**src/rtl/mult32x32_fsm.sv**
```systemverilog
// Sequencer for a 32x32 multiplier built from an 8x16 partial-product unit.
// Optional MULT32X32_FSM_DONE_EN adds a registered one-cycle done pulse.
module mult32x32_fsm (
  input  logic       clk,
  input  logic       reset,
  input  logic       start,
  output logic       busy,
  output logic [1:0] a_sel,
  output logic       b_sel,
  output logic [2:0] shift_sel,
  output logic       upd_prod,
  output logic       clr_prod,
  output logic       done
);

  localparam logic [3:0] IDLE = 4'd0;
  localparam logic [3:0] A0B0 = 4'd1;
  localparam logic [3:0] A1B0 = 4'd2;
  localparam logic [3:0] A2B0 = 4'd3;
  localparam logic [3:0] A3B0 = 4'd4;
  localparam logic [3:0] A0B1 = 4'd5;
  localparam logic [3:0] A1B1 = 4'd6;
  localparam logic [3:0] A2B1 = 4'd7;
  localparam logic [3:0] A3B1 = 4'd8;

  logic [3:0] state_q, state_d;
  logic       busy_q;

  // busy is registered from the next state so it lines up with the state register.
  always_ff @(posedge clk or negedge reset) begin
    if (!reset) begin
      state_q <= IDLE;
      busy_q  <= 1'b0;
    end else begin
      state_q <= state_d;
      busy_q  <= (state_d != IDLE);
    end
  end

  assign busy = busy_q;

  always_comb begin
    state_d   = IDLE;
    a_sel     = 2'd0;
    b_sel     = 1'b0;
    shift_sel = 3'd0;
    upd_prod  = 1'b0;
    clr_prod  = 1'b0;
    case (state_q)
      IDLE: begin
        // Gated by reset so the clear cannot fire while reset holds the block.
        clr_prod = start & reset;
        state_d  = start ? A0B0 : IDLE;
      end
      A0B0: begin
        a_sel = 2'd0; b_sel = 1'b0; shift_sel = 3'd0; upd_prod = 1'b1; state_d = A1B0;
      end
      A1B0: begin
        a_sel = 2'd1; b_sel = 1'b0; shift_sel = 3'd1; upd_prod = 1'b1; state_d = A2B0;
      end
      A2B0: begin
        a_sel = 2'd2; b_sel = 1'b0; shift_sel = 3'd2; upd_prod = 1'b1; state_d = A3B0;
      end
      A3B0: begin
        a_sel = 2'd3; b_sel = 1'b0; shift_sel = 3'd3; upd_prod = 1'b1; state_d = A0B1;
      end
      A0B1: begin
        a_sel = 2'd0; b_sel = 1'b1; shift_sel = 3'd2; upd_prod = 1'b1; state_d = A1B1;
      end
      A1B1: begin
        a_sel = 2'd1; b_sel = 1'b1; shift_sel = 3'd3; upd_prod = 1'b1; state_d = A2B1;
      end
      A2B1: begin
        a_sel = 2'd2; b_sel = 1'b1; shift_sel = 3'd4; upd_prod = 1'b1; state_d = A3B1;
      end
      A3B1: begin
        a_sel = 2'd3; b_sel = 1'b1; shift_sel = 3'd5; upd_prod = 1'b1; state_d = IDLE;
      end
      default: state_d = IDLE;
    endcase
  end

`ifdef MULT32X32_FSM_DONE_EN
  logic done_q;

  always_ff @(posedge clk or negedge reset) begin
    if (!reset) begin
      done_q <= 1'b0;
    end else begin
      done_q <= (state_q == A3B1);
    end
  end

  assign done = done_q;
`else
  assign done = 1'b0;
`endif

endmodule

```
**config.mk**
```make
export PLATFORM = sky130hd
export DESIGN_NAME = mult32x32_fsm
export DESIGN_NICKNAME = d
export VERILOG_FILES = /design/src/rtl/mult32x32_fsm.sv
export SDC_FILE = /design/constraint.sdc
export NUM_CORES = 1
export LEC_CHECK = 0
export CAP_MARGIN = 40
export CORE_AREA = 2 2 39 41
export CTS_BUF_LIST = sky130_fd_sc_hd__clkbuf_16
export CTS_CLUSTER_DIAMETER = 120
export DETAILED_ROUTE_END_ITERATION = 7
export DIE_AREA = 0 0 41 43
export GPL_TIMING_DRIVEN = 0
export PLACE_DENSITY = 0.49
export SYNTH_ARGS = -nofsm -noshare
export SYNTH_HDL_FRONTEND = slang
export SYNTH_SLANG_ARGS = --single-unit
export TNS_END_PERCENT = 20
```
**constraint.sdc**
```tcl
create_clock -name clk -period 1.7 [get_ports clk]
set_input_delay 0.255 -clock clk [delete_from_list [all_inputs] [get_ports clk]]
set_output_delay 0.255 -clock clk [all_outputs]
set_load 0.05 [all_outputs]
```
* After elaboration in Yosys (flattened, before gate mapping)
Cells that the tools add are included.
Operators by class: equality and inequality tests 8, muxes and demuxes 7, bitwise operators 1, reduce and logical (&&, ||, !) cells 9
Operators with widths (number):
- $pmux 4 s8 | 1
- $eq 4x3->1 const B | 4
- $pmux 3 s5 | 1
- $reduce_or 2->1 | 5
- $eq 4x2->1 const B | 2
- $reduce_or 8->1 | 1
- $pmux 2 s3 | 1
- $eq 4x1->1 const B | 1
- $eq 4x4->1 const B | 1
- $logic_not 4->1 | 1
- $mux 1 | 4
- $reduce_bool 4->1 | 1
- $reduce_or 4->1 | 1
- $and 1x1->1 | 1
Word-level totals: register bits after elaboration 5, input bits 3, output and inout bits 10, word-level logic and storage cells 27

* Logic depth before layout (Yosys ltp)
Gate-level depths: netlist of run 1.
word-level depth 3, mapped depth 3, gate-level depth less buffers 2

* Worst setup path after synthesis of run 1
OpenSTA, ideal clock, no wires.
path type flip-flop to output port, from reg state_q[2], to out a_sel[0], arrival 1.728 ns, data required time 1.445 ns, slack -0.283 ns, cell stages (with the launch flop) 4, path buffers 1, cells stage by stage dfrtp_1 -> buf_12 -> o21a_1 -> nor3_1
On the way: word-level cells in the longest chain between the ends 3, elaborated cells on any way between the ends 10, classes of those cells 6 x eq/ne; 1 x mux; 3 x reduce/logical
RTL lines:
- from (decl) | line 26 | logic [3:0] state_q, state_d;
- from (signal assigned) | line 35 | state_q <= state_d;
- $eq 4x3->1 (tied with other cells) | line 49 | case (state_q)
- $reduce_or 2->1 (no line)
- $pmux 2 s3 * | line 49
- to (decl) | line 8 | output logic [1:0] a_sel,
Every way passes the cells marked *; elsewhere a longest branch is shown, timed or not.

* Final worst setup path of run 1
from reg state_q[1], to out b_sel
On the way: word-level cells in the longest chain between the ends 3, elaborated cells on any way between the ends 6, classes of those cells 4 x eq/ne; 1 x mux; 1 x reduce/logical
RTL lines:
- $eq 4x3->1 / $eq 4x4->1 (equally long branches) | line 49
- $reduce_or 4->1 (no line) *
- $mux 1 * | line 49
- to (decl) | line 9 | output logic b_sel,
Marked as above.

==> impl_metrics.ini, run 1 <==
[clock_tree]
clockBufferDepth = 2
cts_buffers = 3
clock-sinks = 5
clock_latency_ns = 0.23
cts_root_buf = clkbuf_16
path_clk_slew_ns = 0.03
cts_tree = built
cts_max_level = 1

[logic_synthesis]
yosysUniqueCellTypes = 21
synth_seq_area_share_pct = 36.0
yosys_warnings = 0
synth_edf_count = 0
synth_area_per_cell_um2 = 9.40
synth.net_count = 40
yosysTopAreaCell = dfrtp_1
syn-cell-area_um2 = 348
synthArstFlopShare_pct = 100
synthTopCellsByArea = dfrtp_1 36%, nor3_1 8.6%, buf_6 6.5%
synthCells = 37
synth-seq-cells = 5
synthFlopType = dfrtp_1
yosysMostFrequentCell = nor3_1
synthTopCellsByCount = 6 x nor3_1, 5 x dfrtp_1, 3 x a21oi_1, 3 x nor2_1
yosysTopAreaCellShare_pct = 36.0

[floorplan]
io_pins = 13
num_rows = 14
start_util_pct = 25.1
die_h_um = 43
core_area_um2 = 1380
die_area_um2 = 1760
die_w_um = 41

[worst_setup_path]
max_stage_delay_ns = 0.55
startpoint_type = flip-flop
path_delay_family = simple AND/OR/NAND/NOR gates
timing.rr.start = state_q[1]
worstPathCellList = buf_6 -> or4b_4 -> o21ai_2 -> buf_6
cp_common_cell = buf_6
worst_r2r_path_depth = 3
crit-reg2reg-capture = busy
critical_path_class = flip-flop to output port
r2r_slack_ns = 0.73
required_ns = 1.44
critPathMaxFanout = 10
slowest_stage = or4b_4
cp.arrival_ns = 1.52
path_buf_inv = 2
end_kind = output port

[final_layout]
register_area_um2 = 125
num_antenna_cells = 0
multi_input_area_um2 = 181
area_growth_syn_to_layout_pct = 64.4
drive_gt1_share_pct = 44.4
fin_nets = 58
final.fill_count = 146

[global_routing]
grt_overflow = 0
grt_pass1_vias = 259
grt_max_degree = 11
grt_pass1_wl_mm = 1.13
antenna_found_initial = 0
grtUsageTotal_pct = 10.4

[timing]
finalCriticalPeriod_ns = 1.78
setup_ws_ns = -0.0795
max_freq_mhz = 562
rsz0062_at_grt = true
period_share_pct = 105
finalSetupTns_ns = -0.155
final-hold-violation-count = 0
skew_ns = 0.00113
report.final.slew_viol_count = 0
finalSetupViolations = 2

[run]
drv_cap = 0

[detailed_routing]
avgRoutedWirePerCell_um = 10.2
drtIter0Drc = 4
antenna_left = 0
firstDrtPassIters = 2
vias = 322
wl_um = 717
viasPerCell = 4.60
drc = 0

[outcome]
violations = negative setup slack
status = complete, but fails checks

[placement]
gp_congestion = 0.653
port_buffers = 11

[worst_hold_path]
hold_class = input port to async pin
cell families after synthesis:
kind of cell | synth area share (%)
flip-flops | 36.0
AND/OR/NAND/NOR | 23.7
other | 1.08
buffers and inverters | 16.9
AO/OA/AOI/OAI | 14.7
XOR/XNOR | 7.56
flip-flops by register name (all words and copies together) (netlist names):
register / count
state_q: 4
busy: 1
per-stage QoR:
step / util [%] / cells / setup slack (ns) / area (µm²) / hold slack, ns
global placement: 34.5 / 64 / -0.476 / 478 / 0.506
global route: 41.3 / 70 / -0.108 / 572 / 0.296
finish: 41.3 / 70 / -0.0795 / 572 / 0.262
detailed placement: 34.5 / 64 / -0.493 / 478 / 0.508
floorplan: - / 37 / -0.283 / 348 / -0.0406
CTS: 39.8 / 68 / -0.0911 / 551 / 0.268
worst max path at each step:
| stage | slack (ns) | cells after the start | endpoint | start |
|---|---|---|---|---|
| final | -0.08 | 4 | b_sel | state_q[1] |
| after global routing | -0.11 | 4 | shift_sel[2] | state_q[1] |
| after CTS | -0.09 | 4 | b_sel | state_q[1] |
| after detailed placement | -0.49 | 4 | b_sel | state_q[1] |
| after global placement | -0.48 | 4 | b_sel | state_q[1] |
| after floorplan | -0.28 | 3 | a_sel[0] | state_q[2] |
routing by layer:
metal	vias to the layer above	global-route usage, %	routed length, µm
li1	159	-	-
met1	146	13.8	330
met2	14	11.6	307
met3	3	3.14	48
met4	0	12.0	30
met5	-	0	0
cell type report:
cell class | count | area share, %
buffer | 5 | 9.63
clock buffer | 3 | 13.1
tap | 16 | 3.50
sequential | 5 | 21.9
timing repair buffer | 13 | 18.8
clock inverter | 1 | 0.656
inverter | 1 | 0.656
multi-input combinational | 26 | 31.7
repair_timing:
| item | 4_1_cts | 5_1_grt |
|---|---|---|
| pin swaps | 0 | 0 |
| hold buffers | 0 | 0 |
| gates resized for setup | 52 | 8 |
| setup endpoints to repair | 8 | 6 |
| buffers inserted | 0 | 2 |
placed cells by master, fill, tap and decap left out, drive strengths merged:
master	netlist	routed
buf	5	14
nor3	6	6
dfrtp	5	5
clkbuf	0	4
a21oi	3	3
nor2	3	3
clkdlybuf4s50	0	3
o21ai	2	2
xnor2	2	2
inv	1	2
o21a	1	1
nand2b	1	1
nand2	1	1
or4b	1	1
a21bo	1	1
nand3b	1	1
xor2	1	1
o2bb2ai	1	1
and4b	1	1
conb	1	1
Power of run 1 is not shown: default switching activity piles up to over one toggle a cycle in this logic, so the estimate is an artifact.
==> run 2, diff against run 1 <==
MAX_ROUTING_LAYER = met4   (was default)
==> results of run 2 <==
Same layout as run 1: the final DEF is identical, and so are final timing and power.
Main changes from that run: final weighted congestion in routability-driven placement 0.653 -> 0.659; overall routing resource usage 10.4% -> 10.7%
Power of run 2 is left out for the same reason.
==> run 3, diff against run 2 <==
clock period = 2.2 ns   (was 1.7 ns; I/O delays follow)
==> run 3 against run 2 <==
The run now ends clean. Critical path depth unchanged. First-iteration DRC count is the same. Routed wire length shrank 4.7%. Non-clock buffer count down 2. Setup slack improved by 0.086 ns. Critical path type unchanged. Via count shrank 5.3%. Sequential cell count stayed put. Clock skew barely moved. Die area unchanged. Global-route usage is the same. Final cell count down 2.9%. Final area fell by 4.2%.
==> impl_metrics.ini, run 3 (synthesis results as in run 1) <==
[outcome]
status = finished, final reports clean

[clock_tree]
path_clk_slew_ns = 0.03
cts_root_buf = clkbuf_16
clock_latency_ns = 0.23
cts_tree = built
cts_buffers = 3
cts_hold_buf = 0
cts_max_level = 1
clockBufferDepth = 2
clock-sinks = 5

[final_layout]
drive_gt1_share_pct = 21.2
final_common_cell = nor3_1
area_growth_syn_to_layout_pct = 57.6
fin_nets = 56
largest_register_ffs = 4
multi_input_area_um2 = 164
stdcell_area_um2 = 548
num_antenna_cells = 0
top_register = state_q
final.fill_count = 143
register_area_um2 = 125
most-common-layout-cells = 6 x nor3_1, 5 x dfrtp_1, 5 x dlygate4sd2_1

[timing]
final-hold-violation-count = 0
max_slew_margin_pct = 66.7
rsz0062_at_grt = true
skew_ns = 0.00141
max_freq_mhz = 456
finalCriticalPeriod_ns = 2.19
hold_ws_ns = 0.335
report.final.slew_viol_count = 0
period_share_pct = 99.7
tightest_slew_ns = 0.499
finalSetupViolations = 0

[floorplan]
core_area_um2 = 1380
io_pins = 13
die_h_um = 43
num_rows = 14
die_w_um = 41
die_area_um2 = 1760
start_util_pct = 25.1

[worst_setup_path]
cp.arrival_ns = 1.86
startpoint_type = flip-flop
end_kind = output port
worst_r2r_path_depth = 3
r2r_slack_ns = 1.13
max_stage_delay_ns = 0.53
timing.rr.start = state_q[1]
critPathMaxFanout = 10
worstPathCellList = buf_6 -> or4b_4 -> o21ai_0 -> clkdlybuf4s15_1
required_ns = 1.87
slowest_stage = or4b_4
crit-reg2reg-capture = busy
critical_path_class = flip-flop to output port

[detailed_routing]
drtIter0Drc = 4
avgRoutedWirePerCell_um = 10.0
viasPerCell = 4.49
firstDrtPassIters = 2
drc = 0
wl_um = 683
antenna_left = 0
vias = 305

[global_routing]
antenna_found_initial = 0
grtUsageTotal_pct = 10.7
grt_pass1_wl_mm = 1.13
grt_max_degree = 11
grt_overflow = 0
grt_pass1_vias = 264

[run]
drv_cap = 0

[worst_hold_path]
hold_class = input port to async pin

[placement]
port_buffers = 11
postPlaceCellArea_um2 = 478
gp_congestion = 0.659
-- run 3: worst max-delay path: cells and delay by family (launching register included) --
family / cells / cell delay, ns
buf+inv: 2 / 0.66
compound gates: 1 / 0.09
flops: 1 / 0.36
simple gates: 1 / 0.53
-- run 3: final cells by class --
class / instances / share of cell area [%]
tap: 16 / 3.65
timing repair buffer: 11 / 18.5
multi-input combinational: 26 / 29.9
clock buffer: 3 / 13.7
clock inverter: 1 / 0.685
sequential: 5 / 22.8
buffer: 5 / 10.0
inverter: 1 / 0.685
-- run 3: how the worst max path moves through the flow --
stage	startpoint	end	slack, ns	cells past startpoint
global route	state_q[1]	b_sel	-0.04	4
global placement	reset	clr_prod	-0.12	3
CTS	state_q[1]	b_sel	-0.004	4
floorplan	state_q[2]	a_sel[0]	0.14	3
finish	state_q[1]	b_sel	0.007	4
detailed placement	reset	clr_prod	-0.11	3
-- run 3: what timing repair did --
item                                    in CTS  in global routing
setup buffers                                0                  0
gates resized for setup                      9                  3
endpoints found under the setup margin       7                  3
-- run 3: per-stage QoR --
stage	setup slack [ns]	instances	setup TNS, ns	utilization (%)
2_1_floorplan	0.142	37	0	-
3_3_place_gp	-0.119	64	-0.221	34.5
3_5_place_dp	-0.106	64	-0.225	34.5
4_1_cts	-0.00351	68	-0.00351	39.8
5_1_grt	-0.0422	68	-0.0422	39.6
6_report	0.00670	68	0	39.6
-- run 3: metal layers --
layer | track usage (%) | part of all wire, % | up-vias
met5 | - | 0 | -
met4 | 12.0 | 4.4 | 0
met3 | 3.14 | 7.6 | 3
met2 | 11.9 | 41 | 14
met1 | 13.4 | 47 | 134
li1 | - | - | 154
Power of run 3 is left out for the same reason.
